File: src/rtl/mem_access_ctrl_pkg.sv
// Shared definitions for the memory access controller: op codes, FSM states
// and default widths.
package mem_pkg;

  localparam int unsigned WORD_LENGTH_DEF   = 16;
  localparam int unsigned ADDRESS_SPACE_DEF = 12;
  localparam int unsigned SP_RESET          = 32'h0000_0FFF;

  typedef enum logic [2:0] {
    OP_NOP  = 3'd0,
    OP_LDD  = 3'd1,
    OP_STD  = 3'd2,
    OP_PUSH = 3'd3,
    OP_POP  = 3'd4,
    OP_CALL = 3'd5,
    OP_RET  = 3'd6,
    OP_RSV  = 3'd7
  } op_e;

  typedef enum logic [2:0] {
    S_IDLE = 3'd0,
    S_A1   = 3'd1,
    S_R1   = 3'd2,
    S_A2   = 3'd3,
    S_R2   = 3'd4,
    S_DONE = 3'd5
  } state_e;

  function automatic logic is_read(input op_e op);
    return (op == OP_LDD) || (op == OP_POP) || (op == OP_RET);
  endfunction

  // NOP and the reserved code complete without touching memory
  function automatic logic is_mem_op(input op_e op);
    return (op != OP_NOP) && (op != OP_RSV);
  endfunction

endpackage

File: src/rtl/mem_access_ctrl_if.sv
// Pipeline request/response and data-memory signals of the access controller.
interface mem_access_ctrl_if #(
  parameter int unsigned WORD_LENGTH   = mem_pkg::WORD_LENGTH_DEF,
  parameter int unsigned ADDRESS_SPACE = mem_pkg::ADDRESS_SPACE_DEF
) ();

  logic                       req_valid;
  logic [2:0]                 req_op;
  logic [ADDRESS_SPACE-1:0]   req_addr;
  logic [2*WORD_LENGTH-1:0]   req_wdata;
  logic                       req_ready;
  logic                       resp_valid;
  logic [2*WORD_LENGTH-1:0]   resp_rdata;
  logic                       stall;
  logic [ADDRESS_SPACE-1:0]   sp;
  logic [ADDRESS_SPACE-1:0]   MAR;
  logic [WORD_LENGTH-1:0]     MDR_in;
  logic [WORD_LENGTH-1:0]     MDR_out;
  logic                       mem;
  logic                       rw;

  modport slave (
    input  req_valid, req_op, req_addr, req_wdata, MDR_out,
    output req_ready, resp_valid, resp_rdata, stall, sp, MAR, MDR_in, mem, rw
  );

  modport master (
    output req_valid, req_op, req_addr, req_wdata, MDR_out,
    input  req_ready, resp_valid, resp_rdata, stall, sp, MAR, MDR_in, mem, rw
  );

endinterface

File: src/rtl/mem_access_ctrl_sp_reg.sv
// Stack pointer register; commits the stack-op adjustment, wrapping modulo 2^AW.
module sp_reg
  import mem_pkg::*;
#(
  parameter int unsigned AW = ADDRESS_SPACE_DEF
) (
  input  logic          clk,
  input  logic          reset,
  input  logic          commit,
  input  op_e           op,
  output logic [AW-1:0] sp
);

  always_ff @(posedge clk or posedge reset) begin
    if (reset) begin
      sp <= AW'(SP_RESET);
    end else if (commit) begin
      case (op)
        OP_PUSH: sp <= sp - AW'(1);
        OP_POP:  sp <= sp + AW'(1);
        OP_CALL: sp <= sp - AW'(2);
        OP_RET:  sp <= sp + AW'(2);
        default: sp <= sp;
      endcase
    end
  end

endmodule

File: src/rtl/mem_access_ctrl.sv
// Sequences LDD/STD/stack operations onto a single-port, 1-cycle-latency data
// memory, one 16-bit access per A-state.
module mem_access_ctrl
  import mem_pkg::*;
#(
  parameter int unsigned WORD_LENGTH   = WORD_LENGTH_DEF,
  parameter int unsigned ADDRESS_SPACE = ADDRESS_SPACE_DEF
) (
  input logic               clk,
  input logic               reset,
  mem_access_ctrl_if.slave  bus
);

  localparam int unsigned WL = WORD_LENGTH;
  localparam int unsigned DW = 2 * WORD_LENGTH;
  localparam int unsigned AW = ADDRESS_SPACE;

  state_e        state;
  op_e           op_q;
  logic [AW-1:0] a2_q;
  logic [WL-1:0] wd_lo_q;
  logic [WL-1:0] lo_q;
  logic [AW-1:0] sp_q;

  op_e           req_op_c;
  logic [AW-1:0] a1_c;
  logic [AW-1:0] a2_c;
  logic          commit_c;

  assign req_op_c = op_e'(bus.req_op);
  assign bus.sp   = sp_q;

  // First/second access addresses, derived from the SP seen at accept
  always_comb begin
    a1_c = bus.req_addr;
    a2_c = '0;
    case (req_op_c)
      OP_PUSH: a1_c = sp_q;
      OP_POP:  a1_c = sp_q + AW'(1);
      OP_CALL: begin a1_c = sp_q;          a2_c = sp_q - AW'(1); end
      OP_RET:  begin a1_c = sp_q + AW'(1); a2_c = sp_q + AW'(2); end
      default: ;
    endcase
  end

  // High on the edge that enters DONE from a memory state
  assign commit_c = ((state == S_A1) && ((op_q == OP_STD) || (op_q == OP_PUSH))) ||
                    ((state == S_R1) && (op_q != OP_RET)) ||
                    ((state == S_A2) && (op_q == OP_CALL)) ||
                    (state == S_R2);

  sp_reg #(.AW(AW)) u_sp_reg (
    .clk    (clk),
    .reset  (reset),
    .commit (commit_c),
    .op     (op_q),
    .sp     (sp_q)
  );

  always_ff @(posedge clk or posedge reset) begin
    if (reset) begin
      state          <= S_IDLE;
      op_q           <= OP_NOP;
      a2_q           <= '0;
      wd_lo_q        <= '0;
      lo_q           <= '0;
      bus.req_ready  <= 1'b1;
      bus.stall      <= 1'b0;
      bus.resp_valid <= 1'b0;
      bus.resp_rdata <= '0;
      bus.mem        <= 1'b0;
      bus.rw         <= 1'b0;
      bus.MAR        <= '0;
      bus.MDR_in     <= '0;
    end else begin
      bus.mem        <= 1'b0;
      bus.rw         <= 1'b0;
      bus.MAR        <= '0;
      bus.MDR_in     <= '0;
      bus.resp_valid <= 1'b0;
      case (state)
        S_IDLE: begin
          if (bus.req_valid && bus.req_ready) begin
            op_q          <= req_op_c;
            a2_q          <= a2_c;
            wd_lo_q       <= bus.req_wdata[WL-1:0];
            bus.req_ready <= 1'b0;
            bus.stall     <= 1'b1;
            if (is_mem_op(req_op_c)) begin
              state      <= S_A1;
              bus.mem    <= 1'b1;
              bus.rw     <= is_read(req_op_c);
              bus.MAR    <= a1_c;
              // CALL stores the high half first, at the old SP
              bus.MDR_in <= (req_op_c == OP_CALL) ? bus.req_wdata[DW-1:WL]
                                                  : bus.req_wdata[WL-1:0];
            end else begin
              state          <= S_DONE;
              bus.resp_valid <= 1'b1;
              bus.resp_rdata <= '0;
            end
          end
        end
        S_A1: begin
          if (op_q == OP_CALL) begin
            state      <= S_A2;
            bus.mem    <= 1'b1;
            bus.MAR    <= a2_q;
            bus.MDR_in <= wd_lo_q;
          end else if (is_read(op_q)) begin
            state <= S_R1;
          end else begin
            state          <= S_DONE;
            bus.resp_valid <= 1'b1;
          end
        end
        S_R1: begin
          if (op_q == OP_RET) begin
            lo_q    <= bus.MDR_out;
            state   <= S_A2;
            bus.mem <= 1'b1;
            bus.rw  <= 1'b1;
            bus.MAR <= a2_q;
          end else begin
            state          <= S_DONE;
            bus.resp_valid <= 1'b1;
            bus.resp_rdata <= {{WL{1'b0}}, bus.MDR_out};
          end
        end
        S_A2: begin
          if (op_q == OP_CALL) begin
            state          <= S_DONE;
            bus.resp_valid <= 1'b1;
          end else begin
            state <= S_R2;
          end
        end
        S_R2: begin
          state          <= S_DONE;
          bus.resp_valid <= 1'b1;
          bus.resp_rdata <= {bus.MDR_out, lo_q};
        end
        S_DONE: begin
          state         <= S_IDLE;
          bus.req_ready <= 1'b1;
          bus.stall     <= 1'b0;
        end
        default: begin
          state         <= S_IDLE;
          bus.req_ready <= 1'b1;
          bus.stall     <= 1'b0;
        end
      endcase
    end
  end

endmodule

File: src/flat_wrapper.sv
// flat-port wrapper written by rule: the top's interface ports become plain ports
module mem_access_ctrl_flat import mem_pkg::*;
#(
  parameter int unsigned WORD_LENGTH   = WORD_LENGTH_DEF,
  parameter int unsigned ADDRESS_SPACE = ADDRESS_SPACE_DEF
)
  (clk, reset, bus_req_valid, bus_req_op, bus_req_addr, bus_req_wdata, bus_MDR_out, bus_req_ready, bus_resp_valid, bus_resp_rdata, bus_stall, bus_sp, bus_MAR, bus_MDR_in, bus_mem, bus_rw);
  mem_access_ctrl_if #(.WORD_LENGTH(WORD_LENGTH), .ADDRESS_SPACE(ADDRESS_SPACE)) bus_i ();
  input logic clk;
  input logic reset;
  input wire logic [$bits(bus_i.req_valid)-1:0] bus_req_valid;
  input wire logic [$bits(bus_i.req_op)-1:0] bus_req_op;
  input wire logic [$bits(bus_i.req_addr)-1:0] bus_req_addr;
  input wire logic [$bits(bus_i.req_wdata)-1:0] bus_req_wdata;
  input wire logic [$bits(bus_i.MDR_out)-1:0] bus_MDR_out;
  output wire logic [$bits(bus_i.req_ready)-1:0] bus_req_ready;
  output wire logic [$bits(bus_i.resp_valid)-1:0] bus_resp_valid;
  output wire logic [$bits(bus_i.resp_rdata)-1:0] bus_resp_rdata;
  output wire logic [$bits(bus_i.stall)-1:0] bus_stall;
  output wire logic [$bits(bus_i.sp)-1:0] bus_sp;
  output wire logic [$bits(bus_i.MAR)-1:0] bus_MAR;
  output wire logic [$bits(bus_i.MDR_in)-1:0] bus_MDR_in;
  output wire logic [$bits(bus_i.mem)-1:0] bus_mem;
  output wire logic [$bits(bus_i.rw)-1:0] bus_rw;
  assign bus_i.req_valid = bus_req_valid;
  assign bus_i.req_op = bus_req_op;
  assign bus_i.req_addr = bus_req_addr;
  assign bus_i.req_wdata = bus_req_wdata;
  assign bus_i.MDR_out = bus_MDR_out;
  assign bus_req_ready = bus_i.req_ready;
  assign bus_resp_valid = bus_i.resp_valid;
  assign bus_resp_rdata = bus_i.resp_rdata;
  assign bus_stall = bus_i.stall;
  assign bus_sp = bus_i.sp;
  assign bus_MAR = bus_i.MAR;
  assign bus_MDR_in = bus_i.MDR_in;
  assign bus_mem = bus_i.mem;
  assign bus_rw = bus_i.rw;
  mem_access_ctrl #(.WORD_LENGTH(WORD_LENGTH), .ADDRESS_SPACE(ADDRESS_SPACE)) u_core (.clk(clk), .reset(reset), .bus(bus_i));
endmodule
File: config.mk
export PLATFORM = sky130hd
export DESIGN_NAME = mem_access_ctrl_flat
export DESIGN_NICKNAME = d
export VERILOG_FILES = /design/src/rtl/mem_access_ctrl_pkg.sv /design/src/rtl/mem_access_ctrl_if.sv /design/src/rtl/mem_access_ctrl_sp_reg.sv /design/src/rtl/mem_access_ctrl.sv /design/src/flat_wrapper.sv
export SDC_FILE = /design/constraint.sdc
export NUM_CORES = 1
export LEC_CHECK = 0
export ABC_CLOCK_PERIOD_IN_PS = 11300
export BUFFER_PORTS_ARGS = -buffer_cell sky130_fd_sc_hd__buf_2
export CORE_ASPECT_RATIO = 0.75
export CORE_MARGIN = 3
export CORE_UTILIZATION = 62
export CTS_BUF_LIST = sky130_fd_sc_hd__clkbuf_8
export DETAILED_ROUTE_END_ITERATION = 10
export PLACE_DENSITY = 0.88
export SYNTH_ARGS = -nofsm -noshare
export SYNTH_HDL_FRONTEND = slang
export SYNTH_HIERARCHICAL = 1
export SYNTH_SLANG_ARGS = --single-unit
export TNS_END_PERCENT = 1
File: constraint.sdc
create_clock -name clk -period 11.3 [get_ports clk]
set_input_delay 2.26 -clock clk [delete_from_list [all_inputs] [get_ports clk]]
set_output_delay 2.26 -clock clk [all_outputs]
set_load 0.03 [all_outputs]
== Yosys cells after proc, flatten, opt, wreduce, memory -nomap -nowiden ==
Index checks and enable logic that the tools add are counted.

* Equality and inequality tests: 20
* Bitwise logic cells: 1
* Multiplexer cells: 42
* Add/sub/neg operators: 4
* Reduce and logical (&&, ||, !) cells: 25

{| class="wikitable"
|+ Operators by type and width
! operator !! count
|-
| 32-bit 2-to-1 mux || 3
|-
| 32-bit case mux with 3 select lines || 1
|-
| 16-bit 2-to-1 mux || 4
|-
| 12-bit 2-to-1 mux || 4
|-
| 12-bit case mux with 2 select lines || 2
|-
| 12-bit case mux with 4 select lines || 1
|-
| 12-bit case mux with 3 select lines || 1
|-
| 16-bit case mux with 2 select lines || 1
|-
| 3-bit == test (second input constant) || 7
|-
| 3-bit by 2-bit == test with 1-bit output (second input constant) || 5
|-
| 3-bit 2-to-1 mux || 5
|-
| 3-bit case mux with 5 select lines || 1
|-
| 1-bit 2-to-1 mux || 14
|-
| 12-bit by 1-bit adder with 12-bit output (second input constant) || 1
|-
| 12-bit by 2-bit adder with 12-bit output (second input constant) || 1
|-
| 12-bit by 1-bit subtractor with 12-bit output (second input constant) || 1
|-
| 12-bit by 2-bit subtractor with 12-bit output (second input constant) || 1
|-
| 3-bit by 1-bit == test with 1-bit output (second input constant) || 3
|-
| 1-bit logical OR || 8
|-
| 2-bit AND reduction || 4
|-
| 3-bit != test (second input constant) || 2
|-
| 1-bit case mux with 2 select lines || 3
|-
| 3-bit nonzero test || 2
|-
| 1-bit logical AND || 5
|-
| other kinds (10) || 12
|}

* Output and inout port bits: 77
* Register bits after elaboration: 127
* Input port bits: 66

== Depth between registers and ports, before layout ==
Gate-level depths: netlist (run 1).

* Depth after elaboration: 7
* Gate-level depth with buffers: 11
* Mapped depth without buffers: 10

== Modules after synthesis ==
The synthesis (run 1) kept the hierarchy.

{| class="wikitable"
|+ By module, submodules not included
! module !! times used !! area an instance (µm²) !! seq. area each (µm²) !! cells each
|-
| mem_access_ctrl || 1 || 5,999.5 || 2,879.0 || 592
|-
| sp_reg || 1 || 1,445.1 || 315.3 || 173
|}

== Least setup slack after synthesis (run 1) ==
OpenSTA, ideal clock, no wires.

* Kind: input to register
* Start: input port bus_req_op[1]
* End: register u_core.bus.resp_rdata[10]
* Stages on the path: 6
* Data required time: 11,175 ps
* Library setup time: 125 ps
* Data arrival time: 3,387 ps
* Buffers on the path: 1
* Path slack: 7,787 ps
* Cells stage by stage: and2_1 a21oi_1 o21ai_2 nand4b_4 buf_8 mux2_4

* Longest elaborated chain between the ends: 4

{| class="wikitable"
|+ Ends and longest elaborated chain
! item !! RTL line !! RTL
|-
| start, declared || flat_wrapper.sv:12 || <nowiki>input wire logic [$bits(bus_i.req_op)-1:0] bus_req_op;</nowiki>
|-
| 3-bit != test or 3-bit nonzero test (tied branches) || mem_access_ctrl_pkg.sv:35 || <nowiki>return (op != OP_NOP) && (op != OP_RSV);</nowiki>
|-
| 1-bit logical AND * || mem_access_ctrl_pkg.sv:35 ||
|-
| 2-bit != test (no source line) * || - ||
|-
| 4-bit AND reduction (no source line) * || - ||
|-
| end signal, assigned || mem_access_ctrl.sv:127 || <nowiki>bus.resp_rdata <= {{WL{1'b0}}, bus.MDR_out};</nowiki>
|-
| end signal, assigned || mem_access_ctrl.sv:141 || <nowiki>bus.resp_rdata <= {bus.MDR_out, lo_q};</nowiki>
|-
| end, declared || mem_access_ctrl_if.sv:24 || <nowiki>output req_ready, resp_valid, resp_rdata, stall, sp, MAR, MDR_in, mem, rw</nowiki>
|}

Every way passes the cells marked *; elsewhere a longest branch is shown, timed or not.
A chain may end at the register's enable or synchronous reset.

== Final worst setup path (run 1) ==
* Start: input port bus_req_valid
* End: register u_core.bus.MDR_in[1]

* Longest elaborated chain between the ends: 3

{| class="wikitable"
|+ Ends and longest elaborated chain
! item !! RTL line !! RTL
|-
| start, declared || flat_wrapper.sv:11 || <nowiki>input wire logic [$bits(bus_i.req_valid)-1:0] bus_req_valid;</nowiki>
|-
| 1-bit logical AND || mem_access_ctrl.sv:83 || <nowiki>if (bus.req_valid && bus.req_ready) begin</nowiki>
|-
| 16-bit 2-to-1 mux || mem_access_ctrl.sv:83 ||
|-
| 16-bit case mux with 2 select lines || mem_access_ctrl.sv:81 || <nowiki>case (state)</nowiki>
|-
| end signal, assigned || mem_access_ctrl.sv:95 || <nowiki>bus.MDR_in <= (req_op_c == OP_CALL) ? bus.req_wdata[DW-1:WL]</nowiki>
|-
| end signal, assigned || mem_access_ctrl.sv:109 || <nowiki>bus.MDR_in <= wd_lo_q;</nowiki>
|-
| end, declared || mem_access_ctrl_if.sv:24 ||
|}

Every way passes these cells.

==> metrics.md, run 1 <==
| Metric | Value |
|---|---|
| Status | `finished, final reports clean` |
| Vias per cell | `slightly above 6` |
| Largest net degree at the start of global routing | `81` |
| GP Congestion | `around 0.94` |
| Yosys warnings | `6` |
| Maxcap violations | `0` |
| Min Tclk post-route | `4.04 ns` |
| Arr. time, crit path | `4.36 ns` |
| Clock latency on the worst-skew pair | `0.44 ns` |
| Final setup viols | `0` |
| N_diodes | `0` |
| Initial antenna violation count | `0` |
| Clock sinks | `about 130` |
| Post-synth EDFFs | `0` |
| Vias | `6534` |
| RSZ-0062 raised after global routing | `no` |
| Placed insts | `slightly above 1000` |
| First-pass iteration count of the detailed router | `5` |
| CTS tree | `yes` |
| Max FO, Critical Path | `21` |
| Mapped Avg Cell Area | `9.73 um^2` |
| Core area | `0.0113 mm^2` |
| Worst VDD drop | `0.238 mV` |
| Tcrit/Tclk final | `0.357` |
| CTS max path bufs | `2` |
| Final Power | `2650 uW` |
| Critical path's largest stage delay | `0.81 ns` |
| DP HPWL | `approximately 14000 um` |
| Final Hold Fails | `0` |
| F_max | `248 MHz` |
| Syn_nets | `around 860` |
| Critical path's top delay family | `simple AND/OR/NAND/NOR gates` |
| Most frequent CP cell | `nand2_1` |
| DRC Markers | `0` |
| H-Tree Level Count | `4` |
| Critical path type | `input pin to register` |
| Hold_buf cts | `0` |
| HP Class | `register to register` |
| Leak | `0.00422 uW` |
| Avg WL per Cell | `roughly 19 um` |
| CP endpoint kind | `register` |
| Fill cell count | `804` |
| Max FFs per register | `32` |
| Rel. slew slack | `0.120` |
| Port-buffer cells | `142` |
| Post-CTS Resized | `0` |
| Final wirelength | `~20000 um` |
| Predominant post-synthesis flop cell | `dfrtp_1` |
| Yosys cell types | `76` |
| Power Density | `roughly 310 mW/mm^2` |
| Area growth syn-to-layout | `14.1%` |
| Root Driver | `clkbuf_8` |
| Initial DRC count | `761` |
| Num CTS Buffers | `17` |
| Finished Layout Cells | `roughly 1000` |
| # nets final | `972` |
| Yosys reg bits | `127` |
| GRT overflow | `0` |
| Share of layout cells above drive strength 1 | `0.279` |
| GRT Total Usage | `0.299` |
| Required time of the worst setup path | `11.63 ns` |
| Post-CTS setup buffers | `0` |
| # rows | `33` |
| Multi-input gate area | `roughly 0.0039 mm^2` |
| Synth async-reset ratio | `1.00` |
| First-pass GRT wire length | `31800 um` |
| FF+latch area | `0.00319 mm^2` |
| DIE HEIGHT | `slightly above 100 um` |
| Seq/Total Area, Yosys | `0.429` |
| Cells after Synth | `765` |
| Clock slew at reported path FFs | `0.08 ns` |
| I/O pin cnt | `143` |
| Synthesized area | `around 0.0074 mm^2` |
| Initial core utilization | `0.658` |
| Actual slew at the worst max-slew pin | `approximately 1.3 ns` |
| Fin Setup TNS | `0 ns` |
| Crit-path cells | `buf_2 -> nand2_1 -> nor3b_4 -> nand2_1 -> o21ai_0` |
| Die W | `133 um` |
| Reg with most FFs | `u_core/bus.resp_rdata` |
| Crit path max-delay cell type | `nor3b_4` |
| Post-route ant nets | `0` |
| Slew Limit Fails | `0` |
| Worst Clk Skew | `0.0131 ns` |
| Number of global-route vias before repair | `between 6000 and 7000` |
| Die area | `0.0134 mm^2` |
| WP buf/inv | `1` |
| CP Launch Type | `input pin` |
[cells in the mapped netlist, types with 9 or more instances]
cell type,n,share of area
xnor2_1,17,0.020
dfrtp_1,114,0.38
nor2b_1,9,0.0076
clkbuf_1,20,0.010
a21oi_1,43,0.029
mux2_2,22,0.033
mux2i_1,21,0.028
nand2_1,135,0.068
buf_2,20,0.013
nor3_1,10,0.0067
o21ai_0,50,0.034
inv_1,21,0.011
ha_1,25,0.042
a22o_1,38,0.045
nand3_1,13,0.0087
dfstp_2,13,0.046
nor2_1,28,0.014
xor2_1,20,0.024
o211ai_1,9,0.0091
mux2_4,14,0.028
[kinds of logic (layout without fill, tap and decap cells)]
logic type | Yosys count | count (layout) | share of synthesized area
AO/OA/AOI/OAI | 206 | 206 | 0.188
XOR/XNOR | 37 | 37 | 0.0435
adder cells (fa/ha/maj) | 27 | 27 | 0.0474
buffers and inverters | 71 | 197 | 0.0462
flip-flops | 127 | 127 | 0.429
multiplexers | 58 | 58 | 0.0928
AND/OR/NAND/NOR | 239 | 239 | 0.153
[power by group]
part	switching (uW)	internal, uW	leakage, uW
clock	200	177	0.000183
sequential	216	647	0.00162
combinational	845	568	0.00242
[placed cells by master, fill, tap and decap left out, types with 10 or more instances in the layout]
cell / instances
ha_1: 25
xor2_1: 20
dfrtp_1: 114
xnor2_1: 17
mux2_2: 22
clkbuf_8: 17
o21ai_0: 50
inv_1: 20
buf_2: 142
dfstp_2: 13
nor3_1: 10
a21oi_1: 43
a22o_1: 38
nor2_1: 28
nand3_1: 13
mux2_4: 14
mux2i_1: 21
nand2_1: 135
[worst reg2reg max path, stage by stage (launching register included)]
cell	delay, ns
dfrtp_1	0.59
nand3b_1	0.48
ha_1	0.53
a21o_1	0.22
a21oi_2	0.18
o2111ai_1	0.19
and3_1	0.21
nor3_1	0.34
a2111oi_2	0.08
xor2_1	0.17
[path summary, 6_finish.rpt]
path                       slack (ns)  cells after the start                                 end                     startpoint
setup / recovery                 7.26                      5      u_core/bus.MDR_in[1]$_DFF_PP0_                  bus_req_valid
hold / removal                   0.48                      2       u_core/wd_lo_q[2]$_DFFE_PP0P_  u_core/wd_lo_q[2]$_DFFE_PP0P_
setup reg to reg                 8.24                      9  u_core/u_sp_reg/sp[11]$_DFFE_PP1P_     u_core/op_q[1]$_DFFE_PP0P_
hold reg to reg                  0.48                      2       u_core/wd_lo_q[2]$_DFFE_PP0P_  u_core/wd_lo_q[2]$_DFFE_PP0P_
max in group asynchronous        8.13                      3       u_core/wd_lo_q[9]$_DFFE_PP0P_                          reset
min in group asynchronous        1.85                      2          u_core/op_q[2]$_DFFE_PP0P_                          reset
[metrics by stage]
step / hold slack (ns) / worst slack, ns / cell area, um^2 / util
after floorplan: 0.446 / 6.00 / 7440 / -
after global placement: 0.458 / 6.76 / 8120 / 0.717
after detailed placement: 0.463 / 6.50 / 8120 / 0.717
after CTS: 0.483 / 6.95 / 8480 / 0.750
after global routing: 0.500 / 7.10 / 8490 / 0.750
final: 0.482 / 7.26 / 8490 / 0.750
[layer usage]
metal / global-route usage / wire [um] / up-vias
met1: 0.384 / 8230 / 3152
met2: 0.516 / 9720 / 377
met5: 0 / 0 / -
li1: - / - / 2941
met3: 0.0669 / 1800 / 64
met4: 0.0871 / 402 / 0
[layout make-up]
type,instances,area share
flip-flops and latches,127,0.376
inverters,21,0.00958
clock buffers,17,0.0276
clock inverters,14,0.0158
repair buffers,145,0.0864
well taps,157,0.0231
multi-input cells,567,0.461
Note: power is estimated with default switching activity, not from simulation.
==> run 2: changes to the inputs <==
- ABC_CLOCK_PERIOD_IN_PS: 11300 -> 3650
- CORE_UTILIZATION: 62 -> 52
- PLACE_DENSITY: 0.88 -> 0.79
- clock period: 11.3 -> 3.65 ns (I/O delays scaled with it)
==> metrics.md, run 2 (synthesis results as in run 1) <==
| Metric | Value |
|---|---|
| Tcrit/Tclk final | `0.817` |
| Num CTS Buffers | `17 (unchanged)` |
| Post-CTS setup buffers | `0 (unchanged)` |
| Initial DRC count | `666 (-12%)` |
| DIE HEIGHT | `110 um (+8.6%)` |
| Core area | `0.0138 mm^2 (+22%)` |
| Vias | `6198 (-5.1%)` |
| WP buf/inv | `0 (-1)` |
| Final Hold Fails | `0 (unchanged)` |
| Root Driver | `clkbuf_8` |
| Met3 routed WL | `1110 um (-38%)` |
| GRT Total Usage | `0.227 (-0.0727)` |
| Clock slew at reported path FFs | `0.09 ns (about the same)` |
| Crit-path cells | `or3b_2 -> fa_1 -> a21oi_1 -> o21ai_1 -> a21oi_1 -> o221ai_1 -> a21oi_1 -> xor2_1 -> o211ai_1` |
| Most frequent cells in the layout | `142 x buf_2, 135 x nand2_1, 114 x dfrtp_1` |
| Crit path max-delay cell type | `or3b_2` |
| Most frequent CP cell | `a21oi_1` |
| Commonest non-fill, non-tap cell in the layout | `buf_2` |
| CP Launch Type | `register` |
| First-pass GRT wire length | `28600 um (-10%)` |
| CTS max path bufs | `2 (unchanged)` |
| Required time of the worst setup path | `3.99 ns (-7.64 ns)` |
| Final wirelength | `18200 um (-9.8%)` |
| Clock latency on the worst-skew pair | `0.44 ns (about the same)` |
| RSZ-0062 raised after global routing | `no` |
| HP Class | `input pin to asynchronous set/reset pin` |
| Avg WL per Cell | `16.9 um (-12%)` |
| Initial core utilization | `0.538 (-0.120)` |
| Port-buffer cells | `142 (unchanged)` |
| Slew Limit Fails | `0 (unchanged)` |
| Status | `finished, final reports clean` |
| Arr. time, crit path | `3.33 ns (-1.03 ns)` |
| Number of global-route vias before repair | `5738 (-8.9%)` |
| Power Density | `946 mW/mm^2 (+200%)` |
| DRC Markers | `0 (unchanged)` |
| Post-route cell area | `0.00860 mm^2 (+1.3%)` |
| CTS tree | `yes` |
| Vias per cell | `5.77 (-7.5%)` |
| Min Tclk post-route | `around 3.0 ns` |
| Worst Clk Skew | `0.0116 ns (-0.00143 ns)` |
| Final setup viols | `0 (unchanged)` |
| Worst VDD drop | `0.510 mV (+110%)` |
| Metal2 WL | `8250 um (-15%)` |
| H-Tree Level Count | `4 (unchanged)` |
| First-pass iteration count of the detailed router | `8 (+3)` |
| Leak | `0.00427 uW (+1.2%)` |
| Actual slew at the worst max-slew pin | `1.06 ns (-0.261 ns)` |
| Fin Setup TNS | `0 ns (unchanged)` |
| Max FFs per register | `32 (unchanged)` |
| Initial antenna violation count | `0 (unchanged)` |
| Min Hold Slack | `0.418 ns (-0.0641 ns)` |
| Metal-1 WL | `8540 um (+3.8%)` |
| GP Congestion | `0.955 (+1.7%)` |
| Max Used Layer | `met4` |
| Rel. slew slack | `0.295 (+0.174)` |
| Reg with most FFs | `u_core/bus.resp_rdata` |
| Hold_buf cts | `0 (unchanged)` |
| Die W | `144 um (+8.8%)` |
| # rows | `37 (+12%)` |
| CP endpoint kind | `register` |
| Critical path type | `register to register` |
| Maxcap violations | `0 (unchanged)` |
| # nets final | `979 (+0.72%)` |
| I/O pin cnt | `143 (unchanged)` |
| Post-route ant nets | `0 (unchanged)` |
| Share of layout cells above drive strength 1 | `0.286 (+0.00641)` |
| F_max | `between 300 and 400 MHz` |
| Post-CTS Resized | `0 (unchanged)` |
| Clock sinks | `127 (unchanged)` |
| Area growth syn-to-layout | `15.5%` |
| Area after DPL | `0.00821 mm^2 (+1.1%)` |
| Critical path's largest stage delay | `0.68 ns (-0.13 ns)` |
| DP HPWL | `12800 um (-9.1%)` |
| GRT overflow | `0 (unchanged)` |
| Largest net degree at the start of global routing | `49 (-40%)` |
| Die area | `0.0158 mm^2 (+18%)` |
| Max FO, Critical Path | `14 (-33%)` |
| Critical path's top delay family | `compound AO/OA/AOI/OAI gates` |
==> run 2: per-layer routing <==
metal | global-route usage | up-vias
li1 | - | 2964
met1 | 0.330 | 2992
met2 | 0.339 | 218
met3 | 0.0483 | 24
met4 | 0.0719 | 0
met5 | 0 | -
==> run 2: worst register-to-register path, delay by kind of cell, from the launching register on <==
family | cells | cell delay, ns
DFF | 1 | 0.53
AOI/OAI and AO/OA | 6 | 1.05
xor gates and xnor gates | 1 | 0.18
and+or+nand+nor | 1 | 0.68
adders and majority gates | 1 | 0.46
==> run 2: worst paths after layout <==
| path | from | end | slack [ns] | cells after the start |
|---|---|---|---|---|
| setup reg to reg | u_core/op_q[1]$_DFFE_PP0P_ | u_core/u_sp_reg/sp[10]$_DFFE_PP1P_ | 0.67 | 9 |
| hold / removal | reset | u_core/wd_lo_q[12]$_DFFE_PP0P_ | 0.42 | 2 |
| hold reg to reg | u_core/wd_lo_q[15]$_DFFE_PP0P_ | u_core/wd_lo_q[15]$_DFFE_PP0P_ | 0.48 | 2 |
| min in group clk | u_core/wd_lo_q[15]$_DFFE_PP0P_ | u_core/wd_lo_q[15]$_DFFE_PP0P_ | 0.48 | 2 |
| max in group asynchronous | reset | u_core/bus.req_ready$_DFFE_PP1P_ | 2.31 | 3 |
| setup / recovery | u_core/op_q[1]$_DFFE_PP0P_ | u_core/u_sp_reg/sp[10]$_DFFE_PP1P_ | 0.67 | 9 |
==> run 2: through the flow <==
stage | total power (uW) | utilization | std cells | setup slack [ns]
2_1_floorplan | 5920 | - | 765 | 1.05
3_3_place_gp | 6780 | 0.593 | 1042 | 0.812
3_5_place_dp | 6880 | 0.593 | 1042 | 0.756
4_1_cts | 8120 | 0.621 | 1074 | 0.725
5_1_grt | 8720 | 0.621 | 1074 | 0.440
6_report | 8140 | 0.621 | 1075 | 0.666
==> run 2: area by class of cell <==
type,instances,area [um^2]
multi-input cells,567,3910
well taps,175,219
fillers,1141,5240
clock inverters,14,146
diodes,1,2.50
repair buffers,152,798
inverters,21,82.6
clock buffers,18,248
flip-flops and latches,127,3190
==> run 2: report_power, final <==
group	internal, uW	leakage [uW]	switching (uW)	total [uW]
Combinational	1770	0.00245	2510	4280
Clock	584	0.000201	638	1220
Sequential	2000	0.00162	635	2640
Total	4360	0.00427	3780	8140
==> run 3: changes to the inputs <==
- ABC_CLOCK_PERIOD_IN_PS: 3650 -> 2900
- CORE_UTILIZATION: 52 -> 58
- PLACE_DENSITY: 0.79 -> 0.83
- clock period: 3.65 -> 2.9 ns (I/O delays scaled with it)
==> metrics.md, run 3 (synthesis results as in run 1) <==
| Metric | Value |
|---|---|
| Status | `finished, final reports clean` |
| F_max | `379 MHz (+13%)` |
| Fin Setup TNS | `0 ns (unchanged)` |
| Area growth syn-to-layout | `17.6%` |
| Root Driver | `clkbuf_8` |
| Fin util | `0.706 (+0.0849)` |
| H-Tree Level Count | `4 (unchanged)` |
| Clock sinks | `127 (unchanged)` |
| Critical path type | `register to register` |
| Die area | `0.0142 mm^2 (-9.9%)` |
| Area after DPL | `0.00833 mm^2 (+1.6%)` |
| GP Congestion | `0.872 (-8.7%)` |
| Clk pwr share | `0.147 (-0.003)` |
| Final setup viols | `0 (unchanged)` |
| Hold_buf cts | `0 (unchanged)` |
| Largest net degree at the start of global routing | `39 (-20%)` |
| Final wirelength | `18600 um (+2.3%)` |
| Post-route cell area | `0.00875 mm^2 (+1.8%)` |
| Final Hold Fails | `0 (unchanged)` |
| Clock slew at reported path FFs | `0.09 ns (about the same)` |
| Sw frac | `0.463 (-0.00148)` |
| CTS max path bufs | `2 (unchanged)` |
| Port-buffer cells | `142 (unchanged)` |
| CTS tree | `yes` |
| First-pass iteration count of the detailed router | `5 (-3)` |
| CP Launch Type | `register` |
| RSZ-0062 raised after global routing | `no` |
| Core area | `0.0124 mm^2 (-10%)` |
| Pint | `5580 uW (+28%)` |
| CP endpoint kind | `register` |
| # rows | `35 (-5.4%)` |
| Power Density | `1190 mW/mm^2 (+26%)` |
| Final Power | `10400 uW (+28%)` |
| Clock latency on the worst-skew pair | `0.43 ns (about the same)` |
| Vias | `6389 (+3.1%)` |
| Die W | `137 um (-5.1%)` |
| Combinational power share | `0.545 (+0.019)` |
| Post-route ant nets | `0 (unchanged)` |
| Worst VDD drop | `1.03 mV (+100%)` |
| Required time of the worst setup path | `3.26 ns (-0.73 ns)` |
| Vias per cell | `5.89 (+2.2%)` |
| Tcrit/Tclk final | `0.911 (+0.0932)` |
| Initial DRC count | `577 (-13%)` |
| Internal reg-to-reg setup slack | `0.26 ns (-0.41 ns)` |
| # nets final | `998 (+1.9%)` |
| Arr. time, crit path | `3.00 ns (-0.33 ns)` |
| Critical path's largest stage delay | `0.50 ns (-0.18 ns)` |
| Num CTS Buffers | `17 (unchanged)` |
| Worst Clk Skew | `0.0135 ns (+0.00191 ns)` |
| DRC Markers | `0 (unchanged)` |
| Max FO, Critical Path | `13 (-1)` |
| Most frequent cells in the layout | `142 x buf_2, 135 x nand2_1, 114 x dfrtp_1` |
| GRT overflow | `0 (unchanged)` |
| Actual slew at the worst max-slew pin | `0.689 ns (-0.369 ns)` |
| Share of layout cells above drive strength 1 | `0.302 (+0.0159)` |
| DIE HEIGHT | `104 um (-5.0%)` |
| Initial core utilization | `0.601 (+0.0629)` |
| Number of global-route vias before repair | `5915 (+3.1%)` |
| Min Tclk post-route | `2.64 ns (-0.343 ns)` |
| P_sw | `4820 uW (+27%)` |
| First-pass GRT wire length | `30100 um (+5.1%)` |
| Crit path max-delay cell type | `or3b_4` |
| I/O pin cnt | `143 (unchanged)` |
| Most frequent CP cell | `a21oi_1` |
| Commonest non-fill, non-tap cell in the layout | `buf_2` |
| Flop pwr share | `0.307 (-0.017)` |
| Avg WL per Cell | `17.1 um (+1.4%)` |
| DP HPWL | `13300 um (+3.9%)` |
| Initial antenna violation count | `0 (unchanged)` |
| Maxcap violations | `0 (unchanged)` |
| N_diodes | `0 (-1)` |
| Reg with most FFs | `u_core/bus.resp_rdata` |
| GRT Total Usage | `0.264 (+0.0371)` |
| Slew Limit Fails | `0 (unchanged)` |
| Leak | `0.00436 uW (+2.1%)` |
| Rel. slew slack | `0.540 (+0.246)` |
| Crit-path cells | `or3b_4 -> fa_1 -> a21oi_1 -> o21ai_1 -> a21oi_2 -> o221ai_1 -> a21oi_1 -> xor2_1 -> o211ai_1` |
| HP Class | `input pin to asynchronous set/reset pin` |
| Max FFs per register | `32 (unchanged)` |
run 3: cell types whose count changed in the layout (fill, tap and decap cells not counted), sizes merged:
cell,change
buf,+19
clkinv,-3
clkinvlp,+2
inv,+2
clkbuf,-1
diode,-1
run 3: cell type report:
type | count | area [um^2]
well taps | 166 | 208
flip-flops and latches | 127 | 3190
clock inverters | 15 | 164
clock buffers | 17 | 234
repair buffers | 171 | 953
inverters | 21 | 82.6
multi-input cells | 567 | 3920
fillers | 973 | 3640
run 3: timing repair:
item                                    in CTS  in global routing
buffers inserted                             0                  2
resized for setup                            0                  2
endpoints found under the hold margin        0                  0
endpoints found under the setup margin       0                  4
run 3: power groups by stage:
stage / Clock (uW) / Combinational (uW) / Sequential [uW]
CTS: 1570 / 5590 / 3180
finish: 1530 / 5670 / 3200
detailed placement: 0 / 5560 / 3200
global placement: 0 / 5400 / 3180
floorplan: 0 / 3820 / 3630
global route: 1660 / 6210 / 3290
run 3: final timing paths:
path / startpoint / endpoint / cells after the start
setup / recovery: u_core/op_q[1]$_DFFE_PP0P_ / u_core/u_sp_reg/sp[10]$_DFFE_PP1P_ / 9
max in group asynchronous: reset / u_core/bus.req_ready$_DFFE_PP1P_ / 3
hold reg to reg: u_core/wd_lo_q[5]$_DFFE_PP0P_ / u_core/wd_lo_q[5]$_DFFE_PP0P_ / 2
min in group clk: bus_req_wdata[7] / u_core/wd_lo_q[7]$_DFFE_PP0P_ / 3
hold / removal: reset / u_core/op_q[1]$_DFFE_PP0P_ / 2
setup reg to reg: u_core/op_q[1]$_DFFE_PP0P_ / u_core/u_sp_reg/sp[10]$_DFFE_PP1P_ / 9
run 3: critical path, delay by kind of cell, from the launching register on:
family,cells,cell delay [ns]
XOR/XNOR,1,0.16
AND/OR/NAND/NOR,1,0.50
flip-flops,1,0.44
AO/OA/AOI/OAI,6,1.02
adder cells (fa/ha/maj),1,0.43
run 3: stage by stage:
step	setup WS, ns	hold slack (ns)	instances
final	0.259	0.252	1084
after global routing	0.0592	0.255	1084
after global placement	0.175	0.457	1050
after CTS	0.0458	0.244	1082
after detailed placement	0.0644	0.462	1050
after floorplan	0.299	0.446	765
run 3: layer usage:
| metal | vias up | GRT usage | wire (um) |
|---|---|---|---|
| met2 | 256 | 0.391 | 8600 |
| li1 | 3014 | - | - |
| met1 | 3099 | 0.389 | 8450 |
| met3 | 20 | 0.0595 | 1310 |
| met5 | - | 0 | 0 |
| met4 | 0 | 0.0762 | 220 |
